[config.mk]
export PLATFORM = sky130hd
export DESIGN_NAME = pulse_period_meter_flat
export DESIGN_NICKNAME = d
export VERILOG_FILES = /design/src/rtl/bike_light_pkg.sv /design/src/rtl/pulse_period_meter_if.sv /design/src/rtl/input_conditioner.sv /design/src/rtl/pulse_period_meter.sv /design/src/flat_wrapper.sv
export SDC_FILE = /design/constraint.sdc
export NUM_CORES = 1
export LEC_CHECK = 0
export ABC_AREA = 1
export CAP_MARGIN = 20
export CORE_MARGIN = 8
export CORE_UTILIZATION = 45
export DETAILED_ROUTE_END_ITERATION = 8
export GPL_TIMING_DRIVEN = 0
export MAX_ROUTING_LAYER = met4
export PLACE_DENSITY = 0.73
export SYNTH_ARGS = -nofsm -noshare
export SYNTH_HDL_FRONTEND = slang
export SYNTH_HIERARCHICAL = 1
export SYNTH_SLANG_ARGS = --single-unit
[constraint.sdc]
create_clock -name clk -period 1.5 [get_ports clk]
set_input_delay 0.3 -clock clk [delete_from_list [all_inputs] [get_ports clk]]
set_output_delay 0.3 -clock clk [all_outputs]
set_load 0.05 [all_outputs]
[src/rtl/bike_light_pkg.sv]
// Shared types and constants for the bike-light timing blocks (timer, period meter, inputs).
package bike_light_pkg;

  // Tick counter width shared by the timer load value and the period meter.
  localparam int unsigned TICK_WIDTH              = 9;
  localparam int unsigned SYNC_STAGES_DEFAULT     = 2;
  localparam int unsigned DEBOUNCE_CYCLES_DEFAULT = 4;

  typedef enum logic {
    StIdle    = 1'b0,
    StMeasure = 1'b1
  } meter_state_e;

endpackage

[src/rtl/pulse_period_meter_if.sv]
// Control/result bundle of the pulse period meter: tick and pulse inputs, period result outputs.
interface pulse_period_meter_if #(
    parameter int unsigned WIDTH = bike_light_pkg::TICK_WIDTH
);

    logic             count_en;
    logic             pulse_in;
    logic [WIDTH-1:0] period;
    logic             period_valid;
    logic             timeout;
    logic             measuring;

    modport master (
        output count_en,
        output pulse_in,
        input  period,
        input  period_valid,
        input  timeout,
        input  measuring
    );

    modport slave (
        input  count_en,
        input  pulse_in,
        output period,
        output period_valid,
        output timeout,
        output measuring
    );

endinterface

[src/rtl/input_conditioner.sv]
// Synchronizer, optional stability filter (PERIOD_METER_DEBOUNCE_EN) and rising-edge detector
// for an asynchronous level input.
module input_conditioner
    import bike_light_pkg::*;
#(
    parameter int unsigned SYNC_STAGES     = SYNC_STAGES_DEFAULT,
    parameter int unsigned DEBOUNCE_CYCLES = DEBOUNCE_CYCLES_DEFAULT
) (
    input  logic clk,
    input  logic reset,
    input  logic sig_i,
    output logic rise_o
);

    logic [SYNC_STAGES-1:0] sync_q, sync_d;
    logic                   sync_out;
    logic                   level;
    logic                   edge_q, edge_d;

    assign sync_d   = {sync_q[SYNC_STAGES-2:0], sig_i};
    assign sync_out = sync_q[SYNC_STAGES-1];

    always_ff @(posedge clk or posedge reset) begin
        if (reset) begin
            sync_q <= '0;
        end else begin
            sync_q <= sync_d;
        end
    end

`ifdef PERIOD_METER_DEBOUNCE_EN
    localparam int unsigned DbW = (DEBOUNCE_CYCLES > 1) ? $clog2(DEBOUNCE_CYCLES) : 1;

    logic [DbW-1:0] db_cnt_q, db_cnt_d;
    logic           filt_q, filt_d;

    // Counts consecutive clocks where the synchronized level disagrees with the filtered one.
    always_comb begin
        filt_d   = filt_q;
        db_cnt_d = '0;
        if (sync_out != filt_q) begin
            if (db_cnt_q == DbW'(DEBOUNCE_CYCLES - 1)) begin
                filt_d = sync_out;
            end else begin
                db_cnt_d = db_cnt_q + 1'b1;
            end
        end
    end

    always_ff @(posedge clk or posedge reset) begin
        if (reset) begin
            filt_q   <= 1'b0;
            db_cnt_q <= '0;
        end else begin
            filt_q   <= filt_d;
            db_cnt_q <= db_cnt_d;
        end
    end

    assign level = filt_q;
`else
    assign level = sync_out;
`endif

    assign edge_d = level;

    always_ff @(posedge clk or posedge reset) begin
        if (reset) begin
            edge_q <= 1'b0;
        end else begin
            edge_q <= edge_d;
        end
    end

    assign rise_o = level & ~edge_q;

endmodule

[src/rtl/pulse_period_meter.sv]
// Measures count_en ticks between successive rising edges of pulse_in; input filtering is
// enabled by PERIOD_METER_DEBOUNCE_EN inside the input conditioner.
module pulse_period_meter
    import bike_light_pkg::*;
#(
    parameter int unsigned WIDTH           = TICK_WIDTH,
    parameter int unsigned SYNC_STAGES     = SYNC_STAGES_DEFAULT,
    parameter int unsigned DEBOUNCE_CYCLES = DEBOUNCE_CYCLES_DEFAULT
) (
    input logic                  clk,
    input logic                  reset,
    pulse_period_meter_if.slave  bus
);

    localparam logic [WIDTH-1:0] CntMax = {WIDTH{1'b1}};

    meter_state_e     state_q, state_d;
    logic [WIDTH-1:0] counter_q, counter_d;
    logic [WIDTH-1:0] period_q, period_d;
    logic             period_valid_q, period_valid_d;
    logic             timeout_q, timeout_d;
    logic             rise;

    input_conditioner #(
        .SYNC_STAGES     (SYNC_STAGES),
        .DEBOUNCE_CYCLES (DEBOUNCE_CYCLES)
    ) u_cond (
        .clk    (clk),
        .reset  (reset),
        .sig_i  (bus.pulse_in),
        .rise_o (rise)
    );

    always_comb begin
        state_d        = state_q;
        counter_d      = counter_q;
        period_d       = period_q;
        period_valid_d = 1'b0;
        timeout_d      = timeout_q;

        unique case (state_q)
            StIdle: begin
                // The first edge only opens an interval, so nothing is reported here.
                counter_d = '0;
                if (rise) begin
                    state_d = StMeasure;
                end
            end
            StMeasure: begin
                // A rise takes priority over a coincident tick; that tick is dropped.
                if (rise) begin
                    period_d       = counter_q;
                    period_valid_d = 1'b1;
                    counter_d      = '0;
                    timeout_d      = 1'b0;
                end else if (bus.count_en) begin
                    if (counter_q == CntMax) begin
                        timeout_d = 1'b1;
                        counter_d = '0;
                        state_d   = StIdle;
                    end else begin
                        counter_d = counter_q + 1'b1;
                    end
                end
            end
            default: begin
                state_d   = StIdle;
                counter_d = '0;
            end
        endcase
    end

    always_ff @(posedge clk or posedge reset) begin
        if (reset) begin
            state_q        <= StIdle;
            counter_q      <= '0;
            period_q       <= '0;
            period_valid_q <= 1'b0;
            timeout_q      <= 1'b0;
        end else begin
            state_q        <= state_d;
            counter_q      <= counter_d;
            period_q       <= period_d;
            period_valid_q <= period_valid_d;
            timeout_q      <= timeout_d;
        end
    end

    assign bus.period       = period_q;
    assign bus.period_valid = period_valid_q;
    assign bus.timeout      = timeout_q;
    assign bus.measuring    = (state_q == StMeasure);

endmodule

[src/flat_wrapper.sv]
// flat-port wrapper written by rule: the top's interface ports become plain ports
module pulse_period_meter_flat import bike_light_pkg::*;
#(
    parameter int unsigned WIDTH           = TICK_WIDTH,
    parameter int unsigned SYNC_STAGES     = SYNC_STAGES_DEFAULT,
    parameter int unsigned DEBOUNCE_CYCLES = DEBOUNCE_CYCLES_DEFAULT
)
  (clk, reset, bus_count_en, bus_pulse_in, bus_period, bus_period_valid, bus_timeout, bus_measuring);
  pulse_period_meter_if #(.WIDTH(WIDTH)) bus_i ();
  input logic clk;
  input logic reset;
  input wire logic [$bits(bus_i.count_en)-1:0] bus_count_en;
  input wire logic [$bits(bus_i.pulse_in)-1:0] bus_pulse_in;
  output wire logic [$bits(bus_i.period)-1:0] bus_period;
  output wire logic [$bits(bus_i.period_valid)-1:0] bus_period_valid;
  output wire logic [$bits(bus_i.timeout)-1:0] bus_timeout;
  output wire logic [$bits(bus_i.measuring)-1:0] bus_measuring;
  assign bus_i.count_en = bus_count_en;
  assign bus_i.pulse_in = bus_pulse_in;
  assign bus_period = bus_i.period;
  assign bus_period_valid = bus_i.period_valid;
  assign bus_timeout = bus_i.timeout;
  assign bus_measuring = bus_i.measuring;
  pulse_period_meter #(.WIDTH(WIDTH), .SYNC_STAGES(SYNC_STAGES), .DEBOUNCE_CYCLES(DEBOUNCE_CYCLES)) u_core (.clk(clk), .reset(reset), .bus(bus_i));
endmodule
* Word-level counts from Yosys, hierarchy flattened
Index checks and enable logic that the tools add are counted.
** Word-level totals
- Word-level logic and storage cells :: 30
- Register bits after elaboration :: 24
- Input bits :: 4
- Output and inout bits :: 12
** Cells by class
- Eq/ne operators :: 2
- Bitwise gates (word level) :: 3
- Multiplexer cells :: 13
- $add $sub $neg :: 1
- Reduce and logical (&&, ||, !) cells :: 4
** Operators by type and width (count)
- $mux W9 :: 3
- $pmux W9 S2 :: 1
- $add A9 B1 Y9 const B :: 1
- $eq A9 B9 Y1 const B :: 1
- $mux W1 :: 8
- $reduce_bool A2 Y1 :: 2
- $ne A3 B3 Y1 const B :: 1
- $reduce_and A3 Y1 :: 1
- $not A1 Y1 :: 2
- $pmux W1 S2 :: 1
- $reduce_and A2 Y1 :: 1
- $and A1 B1 Y1 :: 1

* Depth between registers and ports, before layout
Gate-level depths: netlist (run 1).
- Depth after elaboration :: 5
- Depth in mapped cells :: 9
- Gate-level depth less buffers :: 9

* Cells and area by module
The synthesis (run 1) kept the hierarchy.
** By module, submodules not included
- pulse_period_meter :: area an instance 1003.5 um^2, cells each 119, instances 1, sequential area each 525.5 um^2
- input_conditioner :: area an instance 88.8 um^2, cells each 6, instances 1, sequential area each 75.1 um^2

* Least setup slack after synthesis (run 1)
No wires, ideal clock.
- Kind :: register to register
- Start :: register u_core.counter_q[1]
- End :: register u_core.counter_q[6]
- Arrival :: 1.381 ns
- Data required time :: 1.381 ns
- Setup time :: 0.119 ns
- Cell stages (with the launch flop) :: 10
- Path slack :: 0.000 ns
- Buffers on the path :: 0
- Clock period less this slack :: 1.500 ns
- Cells stage by stage :: dfrtp_1 -> ha_1 -> nand2_1 -> nor4_1 -> ha_1 -> nor2_1 -> nand2_1 -> nand2_1 -> nand2_1 -> nor2_1
** Between the ends
- Word-level cells in the longest chain between the ends :: 5
- Elaborated cells on any way between the ends :: 6
- Those cells by class :: add/sub: 1; eq/ne: 1; mux: 4
** Ends and longest elaborated chain
- start: declaration :: RTL line pulse_period_meter.sv:18 : logic [WIDTH-1:0] counter_q, counter_d;
- start signal: assignment :: RTL line pulse_period_meter.sv:82 : counter_q <= counter_d;
- $add A9 B1 Y9 / $eq A9 B9 Y1 (equally long branches) :: RTL line pulse_period_meter.sv:62, pulse_period_meter.sv:57
- $mux W9 (*) :: RTL line pulse_period_meter.sv:57 : if (counter_q == CntMax) begin
- $mux W9 (*) :: RTL line pulse_period_meter.sv:56 : end else if (bus.count_en) begin
- $mux W9 (*) :: RTL line pulse_period_meter.sv:51 : if (rise) begin
- $pmux W9 S2 (*) :: RTL line pulse_period_meter.sv:41 : unique case (state_q)
Mark *: on every way between the ends. The rest lies on a longest branch, timed or not. The select of a mux whose other input is x is not followed.
A chain may end at the register's enable or synchronous reset.

* Worst setup path in the final report (run 1)
- Start :: register u_core.counter_q[5]
- End :: register u_core.counter_q[4]
** Between the ends
- Word-level cells in the longest chain between the ends :: 5
** Ends and longest elaborated chain (RTL line)
- $eq A9 B9 Y1 :: pulse_period_meter.sv:57
- $mux W9 :: pulse_period_meter.sv:57
- $mux W9 :: pulse_period_meter.sv:56
- $mux W9 :: pulse_period_meter.sv:51
- $pmux W9 S2 :: pulse_period_meter.sv:41
Every way passes these cells. The select of a mux whose other input is x is not followed.

==> results of run 1 <==
-- power breakdown --
part | switching, W | internal (W) | total (W)
Combinational | 0.000265 | 0.000104 | 0.000369
Sequential | 0.0000547 | 0.000715 | 0.000769
Clock | 0.000175 | 0.0000938 | 0.000269
Total | 0.000495 | 0.000912 | 0.00141
-- what timing repair did --
action | in CTS | in global routing
hold buffers | 0 | 0
resized for setup | 33 | 21
setup buffers | 4 | 1
endpoints found under the setup margin | 23 | 18
pin swaps | 5 | 7
-- metal layers --
layer / track usage / share of wire / vias to the layer above
met1: 0.120 / 0.39 / 407
met3: 0.0187 / 0.067 / 6
li1: - / - / 439
met5: - / 0 / -
met2: 0.188 / 0.51 / 30
met4: 0.0872 / 0.027 / 0
-- per-stage QoR --
step	cells	total power, W	setup slack, ns	area, sq um	setup TNS (ns)
finish	178	0.00141	-0.00914	1380	-0.00914
global route	178	0.00149	-0.130	1380	-0.601
CTS	177	0.00141	0.00221	1360	0
detailed placement	170	0.00114	-0.233	1280	-1.90
global placement	170	0.00113	-0.189	1280	-1.56
floorplan	125	0.00102	0.000293	1090	0
-- cells in the final DEF (no fill, tap or decap), types with 3 or more instances in the layout --
cell / instances
nand2_1: 33
dfrtp_1: 24
inv_1: 17
o21ai_0: 9
clkbuf_2: 8
nand3_1: 6
nor2_1: 6
buf_4: 5
o21ai_1: 4
clkbuf_4: 3
clkdlybuf4s50_1: 3
clkdlybuf4s15_2: 3
buf_6: 3
nand2_4: 3
nand3_2: 3
nand2_2: 3
-- state kept, by name (all words and copies together) (netlist names) --
register,count
u_core/bus.period,9
u_core/counter_q,9
u_core/u_cond/sync_q,2
u_core/bus.measuring,1
u_core/bus.period_valid,1
u_core/bus.timeout,1
u_core/u_cond/edge_q,1
-- Yosys cell counts --
cell type,instances
a21oi_1,2
buf_6,3
dfrtp_1,24
ha_1,2
inv_1,17
inv_2,2
nand2_1,38
nand2_4,1
nand3_1,9
nand3_4,1
nand3b_1,1
nand4_1,1
nor2_1,7
nor2_2,2
nor2_4,1
nor4_1,1
o21ai_0,12
o21ai_1,1
-- worst max-delay path, delay by kind of cell, from the launching register on --
family | cells | cell delay [ns]
flip-flops | 1 | 0.39
AND/OR/NAND/NOR | 6 | 0.73
adder cells (fa/ha/maj) | 1 | 0.26
buffers and inverters | 1 | 0.04
-- area by class of cell --
class	instances	share of cell area
Multi-Input combinational cell	79	0.335
Sequential cell	24	0.436
Buffer	3	0.0245
Inverter	19	0.0518
Tap cell	30	0.0272
Clock buffer	3	0.0163
Timing Repair Buffer	20	0.109
-- final timing paths --
| path | from | end | depth (start not counted) |
|---|---|---|---|
| worst min register to register | u_core/u_cond/sync_q[0] | u_core/u_cond/sync_q[1] | 0 |
| worst max register to register | u_core/counter_q[5] | u_core/counter_q[4] | 8 |
| max in group asynchronous | reset | u_core/counter_q[2] | 2 |
| min in group clk | u_core/u_cond/sync_q[0] | u_core/u_cond/sync_q[1] | 0 |
| worst min-delay path | reset | u_core/u_cond/sync_q[0] | 2 |
| worst max-delay path | u_core/counter_q[5] | u_core/counter_q[4] | 8 |
-- kinds of logic after synthesis --
group	Yosys count
buffers and inverters	22
DFF	24
adders and majority gates	2
and+or+nand+nor	62
AOI/OAI and AO/OA	15
==> reports/metrics.yaml, run 1 <==
critPathKind: "register to register"
ctsRootBufferMaster: "clkbuf_4"
netlist-cell-type-count: 18
h-tree-depth: 1
finClkSkew_ns: 0.00154
wire_per_inst_microns: 13.0
synth_top_family_by_area: "simple AND/OR/NAND/NOR gates"
synth_compound_area_frac: 0.0687
fin_ws_ns: -0.00914
vias: 882
hp-class: "primary input to async pin"
die_w_microns: 65.3
maxSlewViolCount: 0
place.gp.congestion: 0.828
clkSlewWorstSetupHoldPaths_ns: 0.12
failed_checks: "setup timing"
cp_max_fo: 3
synth_top_area_share: 0.550
rrSetupSlack_ns: -0.009
antenna_found_initial: 0
drive_gt1_frac: 0.277
core_sq_um: 2390
port_buffers: 15
synth_xor_area_frac: 0
synth.top_cells.by_area: "dfrtp_1 55%, nand2_1 13%, inv_1 5.8%, o21ai_0 5.5%, nand3_1 4.1%"
finalCritPeriodShare: 1.01
clk_latency_ns: 0.30
tritoncts: "yes"
netlist_instances: 125
slowest_delay_ns: 0.39
cellPowerDensity_nw_per_um2: 1020
initial_utilization: 0.458
setup_viol: 1
drt_wl_total_mm: 2.31
grt_max_degree: 22
viasPerCell: 4.96
dr.pass1.iters: 4
drtIter0Drc: 41
yosys.area.top_type: "dfrtp_1"
cp.arrival_ns: 1.72
fillers: 206
drc_errors: 0
hold_viol: 0
n_antenna_cell: 0
rows: 18
hold_slack_ns: 0.165
clockBufferDepth: 2
grt_pass1_vias: 872
grt_pass1_wl_mm: 3.78
rsz0062_at_grt: "yes"
worst_slew_pin_slew_ns: 0.777
seq_area_frac_synth: 0.550
worstPathRequired_ns: 1.71
seqCellArea_sq_um: 601
multi_input_area_sq_um: 462
startpoint_type: "register"
area_delta_synth_final_pct: 26.1
fin_crit_ns: 1.51
fin_nets: 156
grt_overflow: 0
synthAdderAreaFrac: 0.0229
hpwl_mm: 1.56
post_synth.cell_area_avg_sq_um: 8.74
muxShareOfSynthArea: 0
syn-cell-area_sq_um: 1090
fp.dieH_microns: 65.3
endpoint_kind: "register"
cts_buffers: 3
synth_fp_nets: 131
cp_slowest_cell: "dfrtp_1"
ys_ff_latch: 24
ant_nets: 0
clkSinkCount: 24
fin_util: 0.577
path_cells: "nand2_1, nor4_4, ha_2, nor2_4, nand3_1, nand3_1, nand2_1, inv_1"
slew_headroom: 0.482
grt.total_usage: 0.114
leakagePower_nw: 0.725
io_pins: 16
fmax_mhz: 663
ir_drop_uv: 616
synth_warnings: 6
run_status: "finished with violations"
die-area_sq_um: 4260
yosys.area_share.simple: 0.262
cap_violations: 0
Power figures use the tool's default switching activity.
==> inputs of run 2 (changes only) <==
--- a/config.mk
+++ b/config.mk
@@ -7,12 +7,14 @@
 export LEC_CHECK = 0
 export ABC_AREA = 1
 export CAP_MARGIN = 20
+export CELL_PAD_IN_SITES_DETAIL_PLACEMENT = 1
+export CELL_PAD_IN_SITES_GLOBAL_PLACEMENT = 1
 export CORE_MARGIN = 8
-export CORE_UTILIZATION = 45
+export CORE_UTILIZATION = 35
 export DETAILED_ROUTE_END_ITERATION = 8
 export GPL_TIMING_DRIVEN = 0
 export MAX_ROUTING_LAYER = met4
-export PLACE_DENSITY = 0.73
+export PLACE_DENSITY = 0.74
 export SYNTH_ARGS = -nofsm -noshare
 export SYNTH_HDL_FRONTEND = slang
 export SYNTH_HIERARCHICAL = 1
==> run 2 against run 1 <==
  * The run still ends with setup timing left
  * Sequential power down 1%
  * Critical path depth grew 1
  * Fmax fell by 3.5%
  * Clock-buffer cell count increased by 1
  * Largest power group unchanged
  * Sequential share of layout area shrank 1.8 points
  * Die area increased by 21%
  * Cell area increased by 4.3%
  * Worst hold slack got worse by 0.021 ns
  * Largest cell class unchanged
  * Register-to-register slack lost 0.05 ns
  * Via count rose by 1.0%
  * Wire length is 14% higher
==> reports/metrics.yaml, run 2 (synthesis results as in run 1) <==
run_status: "finished with violations"  # unchanged
failed_checks: "setup timing"  # unchanged
cp_num_buf_inv: 0  # was 1
io_pins: 16  # unchanged
hold_viol: 0  # unchanged
drc_errors: 0  # unchanged
fin_nets: 158  # was 156
place.gp.congestion: 0.838  # was 0.828
cp_slowest_cell: "dfrtp_1"  # unchanged
dr.pass1.iters: 4  # unchanged
antenna_found_initial: 0  # unchanged
cp.arrival_ns: 1.82  # was 1.72 ns
grt.total_usage: 0.106  # was 0.114
slew_headroom: 0.461  # was 0.482
fillers: 356  # was 206
worst_slew_pin_slew_ns: 0.807  # was 0.777 ns
grt_pass1_wl_mm: 4.25  # was 3.78 mm
fmax_mhz: 639  # was 663 MHz
ir_drop_uv: 322  # was 616 uV
maxSlewViolCount: 0  # unchanged
ant_nets: 0  # unchanged
clkSlewWorstSetupHoldPaths_ns: 0.14  # was 0.12 ns
cts_buffers: 3  # unchanged
fin_crit_ns: 1.56  # was 1.51 ns
endpoint_kind: "register"  # unchanged
fin_ws_ns: -0.0637  # was -0.00914 ns
critPathKind: "register to register"  # unchanged
tritoncts: "yes"  # unchanged
drtIter0Drc: 52  # was 41
drt_wl_total_mm: 2.62  # was 2.31 mm
grt_max_degree: 22  # unchanged
worstPathRequired_ns: 1.76  # was 1.71 ns
n_antenna_cell: 0  # unchanged
preCtsSetupSlack_ns: -0.225  # was -0.233 ns
path_cells: "ha_2, nand2_2, nor4_4, ha_2, nor2_4, nand2_2, nor2_4, nand2_1, o21ai_1"  # was nand2_1, nor4_4, ha_2, nor2_4, nand3_1, nand3_1, nand2_1, inv_1
core_sq_um: 3000  # was 2390 sq um
wire_per_inst_microns: 14.2  # was 13.0 microns
port_buffers: 15  # unchanged
leakagePower_nw: 0.723  # was 0.725 nW
cp_max_fo: 4  # was 3
area_delta_synth_final_pct: 31.5  # was 26.1%
finClkSkew_ns: 0.00248  # was 0.00154 ns
clockBufferDepth: 2  # unchanged
cp_top_family: "simple AND/OR/NAND/NOR gates"  # unchanged
drive_gt1_frac: 0.305  # was 0.277
ctsRootBufferMaster: "clkbuf_4"  # unchanged
fp.dieH_microns: 71.9  # was 65.3 microns
die_w_microns: 71.9  # was 65.3 microns
hpwl_mm: 1.80  # was 1.56 mm
layout_common_cells: "34 x nand2_1, 24 x dfrtp_1, 16 x inv_1, 11 x clkdlybuf4s15_2, 8 x o21ai_0"  # was 33 x nand2_1, 24 x dfrtp_1, 17 x inv_1, 9 x o21ai_0, 8 x clkbuf_2
vias: 891  # was 882
finalCritPeriodShare: 1.04  # was 1.01
h-tree-depth: 1  # unchanged
grt_overflow: 0  # unchanged
fin_tns_setup_ns: -0.267  # was -0.00914 ns
startpoint_type: "register"  # unchanged
cellPowerDensity_nw_per_um2: 1060  # was 1020 nW/um^2
rows: 20  # was 18
grt_pass1_vias: 965  # was 872
clkSinkCount: 24  # unchanged
cap_violations: 0  # unchanged
slowest_delay_ns: 0.43  # was 0.39 ns
viasPerCell: 4.84  # was 4.96
clk_latency_ns: 0.32  # was 0.30 ns
rsz0062_at_grt: "yes"  # unchanged
initial_utilization: 0.364  # was 0.458
setup_viol: 7  # was 1
final_common_cell: "nand2_1"  # unchanged
die-area_sq_um: 5160  # was 4260 sq um
hp-class: "primary input to async pin"  # unchanged
## run 2: changes by cell type in the layout (fill, tap and decap cells not counted), moves of 2 or more
cell,before,now
clkbuf_2,8,1
o21ai_2,0,2
buf_4,5,7
clkdlybuf4s15_2,3,11
nand2_4,3,1
## run 2: through the flow
step           hold slack (ns)  cell area (sq um)   util  total power [W]  std cells
3_3_place_gp             0.337               1280  0.428          0.00113        173
2_1_floorplan           0.0536               1090      -          0.00102        125
6_report                 0.144               1440  0.478          0.00152        184
4_1_cts                  0.141               1390  0.462          0.00150        180
3_5_place_dp             0.338               1280  0.428          0.00114        173
5_1_grt                  0.150               1440  0.478          0.00159        184
## run 2: final timing paths
| check | from | to | slack [ns] | cells past startpoint |
|---|---|---|---|---|
| min in group clk | u_core/u_cond/sync_q[0] | u_core/u_cond/sync_q[1] | 0.37 | 0 |
| max in group asynchronous | reset | u_core/counter_q[6] | 0.56 | 2 |
| worst min-delay path | reset | u_core/u_cond/sync_q[0] | 0.14 | 2 |
| worst max register to register | u_core/counter_q[0] | u_core/counter_q[1] | -0.06 | 9 |
| worst max-delay path | u_core/counter_q[0] | u_core/counter_q[1] | -0.06 | 9 |
| worst min register to register | u_core/u_cond/sync_q[0] | u_core/u_cond/sync_q[1] | 0.37 | 0 |
## run 2: layer usage
| layer | track usage | up-vias | part of all wire |
|---|---|---|---|
| met4 | 0.0454 | 0 | 0.015 |
| met2 | 0.180 | 10 | 0.50 |
| met3 | 0.0251 | 4 | 0.029 |
| li1 | - | 441 | - |
| met5 | - | - | 0 |
| met1 | 0.116 | 436 | 0.45 |
## run 2: report_power, final
part           switching [W]  internal [W]
combinational       0.000268      0.000135
sequential         0.0000458      0.000715
clock               0.000206      0.000149
## run 2: what timing repair did
action,CTS,global route
resized for setup,47,8
pin swaps,7,8
endpoints found under the setup margin,23,11
buffers inserted,3,4
hold buffers,0,0
## run 2: cell type report
| cell class | instances | area (sq um) | share of cell area |
|---|---|---|---|
| multi-input combinational | 79 | 442 | 0.307 |
| tap | 33 | 41.3 | 0.0287 |
| inverter | 19 | 71.3 | 0.0497 |
| timing repair buffer | 22 | 211 | 0.147 |
| sequential | 24 | 601 | 0.418 |
| buffer | 3 | 33.8 | 0.0235 |
| clock buffer | 4 | 36.3 | 0.0253 |
==> inputs of run 3 (changes only) <==
==> constraint.sdc (replaced) <==
create_clock -name clk -period 1.5 [get_ports clk]
set_input_delay 0.225 -clock clk [delete_from_list [all_inputs] [get_ports clk]]
set_output_delay 0.225 -clock clk [all_outputs]
set_load 0.05 [all_outputs]
==> run 3 against run 2 <==
  * The flow still finishes with violations (setup timing)
  * Sequential power about the same
  * Worst hold slack worse by 0.077 ns
  * Power down 0.85%
  * Via count up 0.11%
  * Wire length up 1.1%
  * Register-to-register slack worse by 0.03 ns
  * Non-clock buffer count unchanged
  * Sequential share of layout area up 0.44 points
  * First-iteration DRC count up 27%
  * Fmax down 2.0%
  * Combinational power down 2%
  * Critical path type unchanged
  * Largest cell class unchanged
  * Highest routed layer unchanged
==> reports/metrics.yaml, run 3 (synthesis results as in run 1) <==
run_status: "finished with violations"  # unchanged
failed_checks: "setup timing"  # unchanged
viasPerCell: 4.85  # was 4.84
drt_wl_total_mm: 2.65  # was 2.62 mm
preCtsSetupSlack_ns: -0.225  # unchanged
io_pins: 16  # unchanged
hpwl_mm: 1.80  # unchanged
clkSinkCount: 24  # unchanged
n_antenna_cell: 0  # unchanged
initial_utilization: 0.364  # unchanged
path_depth: 9  # unchanged
ir_drop_uv: 314  # was 322 uV
ant_nets: 0  # unchanged
finalCritPeriodShare: 1.06  # was 1.04
path_cells: "ha_2, nand2_2, nor4_4, ha_2, nor2_4, nand2_2, nor2_4, nand3_2, nand2_1"  # was ha_2, nand2_2, nor4_4, ha_2, nor2_4, nand2_2, nor2_4, nand2_1, o21ai_1
ctsRootBufferMaster: "clkbuf_4"  # unchanged
critPathKind: "register to register"  # unchanged
cts_buffers: 3  # unchanged
cellPowerDensity_nw_per_um2: 1060  # about the same
cp.arrival_ns: 1.83  # was 1.82 ns
clockBufferDepth: 2  # unchanged
worst_slew_pin_slew_ns: 0.819  # was 0.807 ns
endpoint: "u_core/counter_q[5]"  # was u_core/counter_q[1]
setup_viol: 10  # was 7
cap_violations: 0  # unchanged
fp.dieH_microns: 71.9  # unchanged
wire_per_inst_microns: 14.4  # was 14.2 microns
core_sq_um: 3000  # unchanged
leakagePower_nw: 0.756  # was 0.723 nW
maxSlewViolCount: 0  # unchanged
startpoint_type: "register"  # unchanged
die_w_microns: 71.9  # unchanged
reg2reg_depth: 9  # unchanged
fin_util: 0.473  # was 0.478
hold_viol: 0  # unchanged
slowest_delay_ns: 0.41  # was 0.43 ns
port_buffers: 15  # unchanged
place.gp.congestion: 0.838  # unchanged
grt_pass1_vias: 962  # was 965
slew_headroom: 0.453  # was 0.461
tritoncts: "yes"  # unchanged
cp_max_fo: 4  # unchanged
cp_num_buf_inv: 0  # unchanged
area_delta_synth_final_pct: 30.1  # was 31.5%
fmax_mhz: 626  # was 639 MHz
worstReg2RegEnd: "u_core/counter_q[5]"  # was u_core/counter_q[1]
rsz0062_at_grt: "yes"  # unchanged
fin_ws_ns: -0.0964  # was -0.0637 ns
reg2reg_from: "u_core/counter_q[0]"  # unchanged
dr.pass1.iters: 4  # unchanged
cp_top_family: "simple AND/OR/NAND/NOR gates"  # unchanged
fin_crit_ns: 1.60  # was 1.56 ns
h-tree-depth: 1  # unchanged
vias: 892  # was 891
grt_pass1_wl_mm: 4.28  # was 4.25 mm
hp-class: "primary input to async pin"  # unchanged
clk_latency_ns: 0.33  # was 0.32 ns
drtIter0Drc: 66  # was 52
drive_gt1_frac: 0.238  # was 0.305
die-area_sq_um: 5160  # unchanged
grt_overflow: 0  # unchanged
finClkSkew_ns: 0.00579  # was 0.00248 ns
final_common_cell: "nand2_1"  # unchanged
grt_max_degree: 22  # unchanged
rows: 20  # unchanged
endpoint_kind: "register"  # unchanged
rrSetupSlack_ns: -0.1  # was -0.06 ns
drc_errors: 0  # unchanged
grt.total_usage: 0.107  # was 0.106
p_total_w: 0.00151  # was 0.00152 W
clkSlewWorstSetupHoldPaths_ns: 0.14  # about the same
fin_nets: 158  # unchanged
cp-startpoint: "u_core/counter_q[0]"  # unchanged
cp_slowest_cell: "dfrtp_1"  # unchanged
antenna_found_initial: 0  # unchanged
cts_hold_buf: 0  # unchanged
layout_common_cells: "35 x nand2_1, 24 x dfrtp_1, 16 x inv_1, 8 x dlygate4sd2_1, 8 x o21ai_0"  # was 34 x nand2_1, 24 x dfrtp_1, 16 x inv_1, 11 x clkdlybuf4s15_2, 8 x o21ai_0
worstPathRequired_ns: 1.73  # was 1.76 ns
==> run 3: cell count changes in the layout (fill, tap and decap cells not counted), moves of 3 or more <==
cell | previous run | this run
clkdlybuf4s15_1 | 0 | 3
clkdlybuf4s15_2 | 11 | 0
dlygate4sd2_1 | 0 | 8
nand3_1 | 7 | 4
nand3_2 | 2 | 5
==> run 3: metal layers <==
layer / global-route usage / vias up / wire length [microns]
met5: - / - / 0
met4: 0.0454 / 0 / 38
met3: 0.0251 / 4 / 79
met2: 0.180 / 10 / 1360
met1: 0.118 / 439 / 1170
li1: - / 439 / -
==> run 3: layout make-up <==
cell class	count	area (sq um)
fill	349	1580
sequential	24	601
multi-input combinational	79	450
timing repair buffer	22	188
inverter	19	71.3
tap	33	41.3
clock buffer	4	36.3
buffer	3	33.8
==> run 3: power by group <==
group	internal, W	switching (W)
clock	0.000149	0.000204
sequential	0.000715	0.0000441
combinational	0.000124	0.000270
total	0.000987	0.000518
==> run 3: per-stage QoR <==
| stage | hold WS (ns) | cell area, sq um | instances | TNS (ns) |
|---|---|---|---|---|
| 2_1_floorplan | -0.0214 | 1090 | 125 | 0 |
| 3_3_place_gp | 0.337 | 1280 | 173 | -1.96 |
| 3_5_place_dp | 0.338 | 1280 | 173 | -1.91 |
| 4_1_cts | 0.0657 | 1360 | 180 | -0.104 |
| 5_1_grt | 0.0754 | 1420 | 184 | -1.80 |
| 6_report | 0.0673 | 1420 | 184 | -0.729 |
==> run 3: worst min-delay path by stage <==
stage                             from                 endpoint  cells after the start
3_3_place_gp   u_core/u_cond/sync_q[0]  u_core/u_cond/sync_q[1]                      0
6_report                         reset  u_core/u_cond/sync_q[0]                      2
4_1_cts                          reset  u_core/u_cond/sync_q[0]                      2
3_5_place_dp   u_core/u_cond/sync_q[0]  u_core/u_cond/sync_q[1]                      0
2_1_floorplan                    reset     u_core/u_cond/edge_q                      1
5_1_grt                          reset  u_core/u_cond/sync_q[1]                      2
==> run 3: worst register-to-register path, cell delays in order, from the launching register on <==
cell	delay, ns
dfrtp_1	0.41
ha_2	0.20
nand2_2	0.07
nor4_4	0.22
ha_2	0.26
nor2_4	0.06
nand2_2	0.10
nor2_4	0.05
nand3_2	0.07
nand2_1	0.05
==> run 3: timing repair <==
action	in CTS	in global routing
cloned	0	0
resized for setup	25	12
setup endpoints to repair	23	14
pin swaps	8	10
setup buffers	3	4
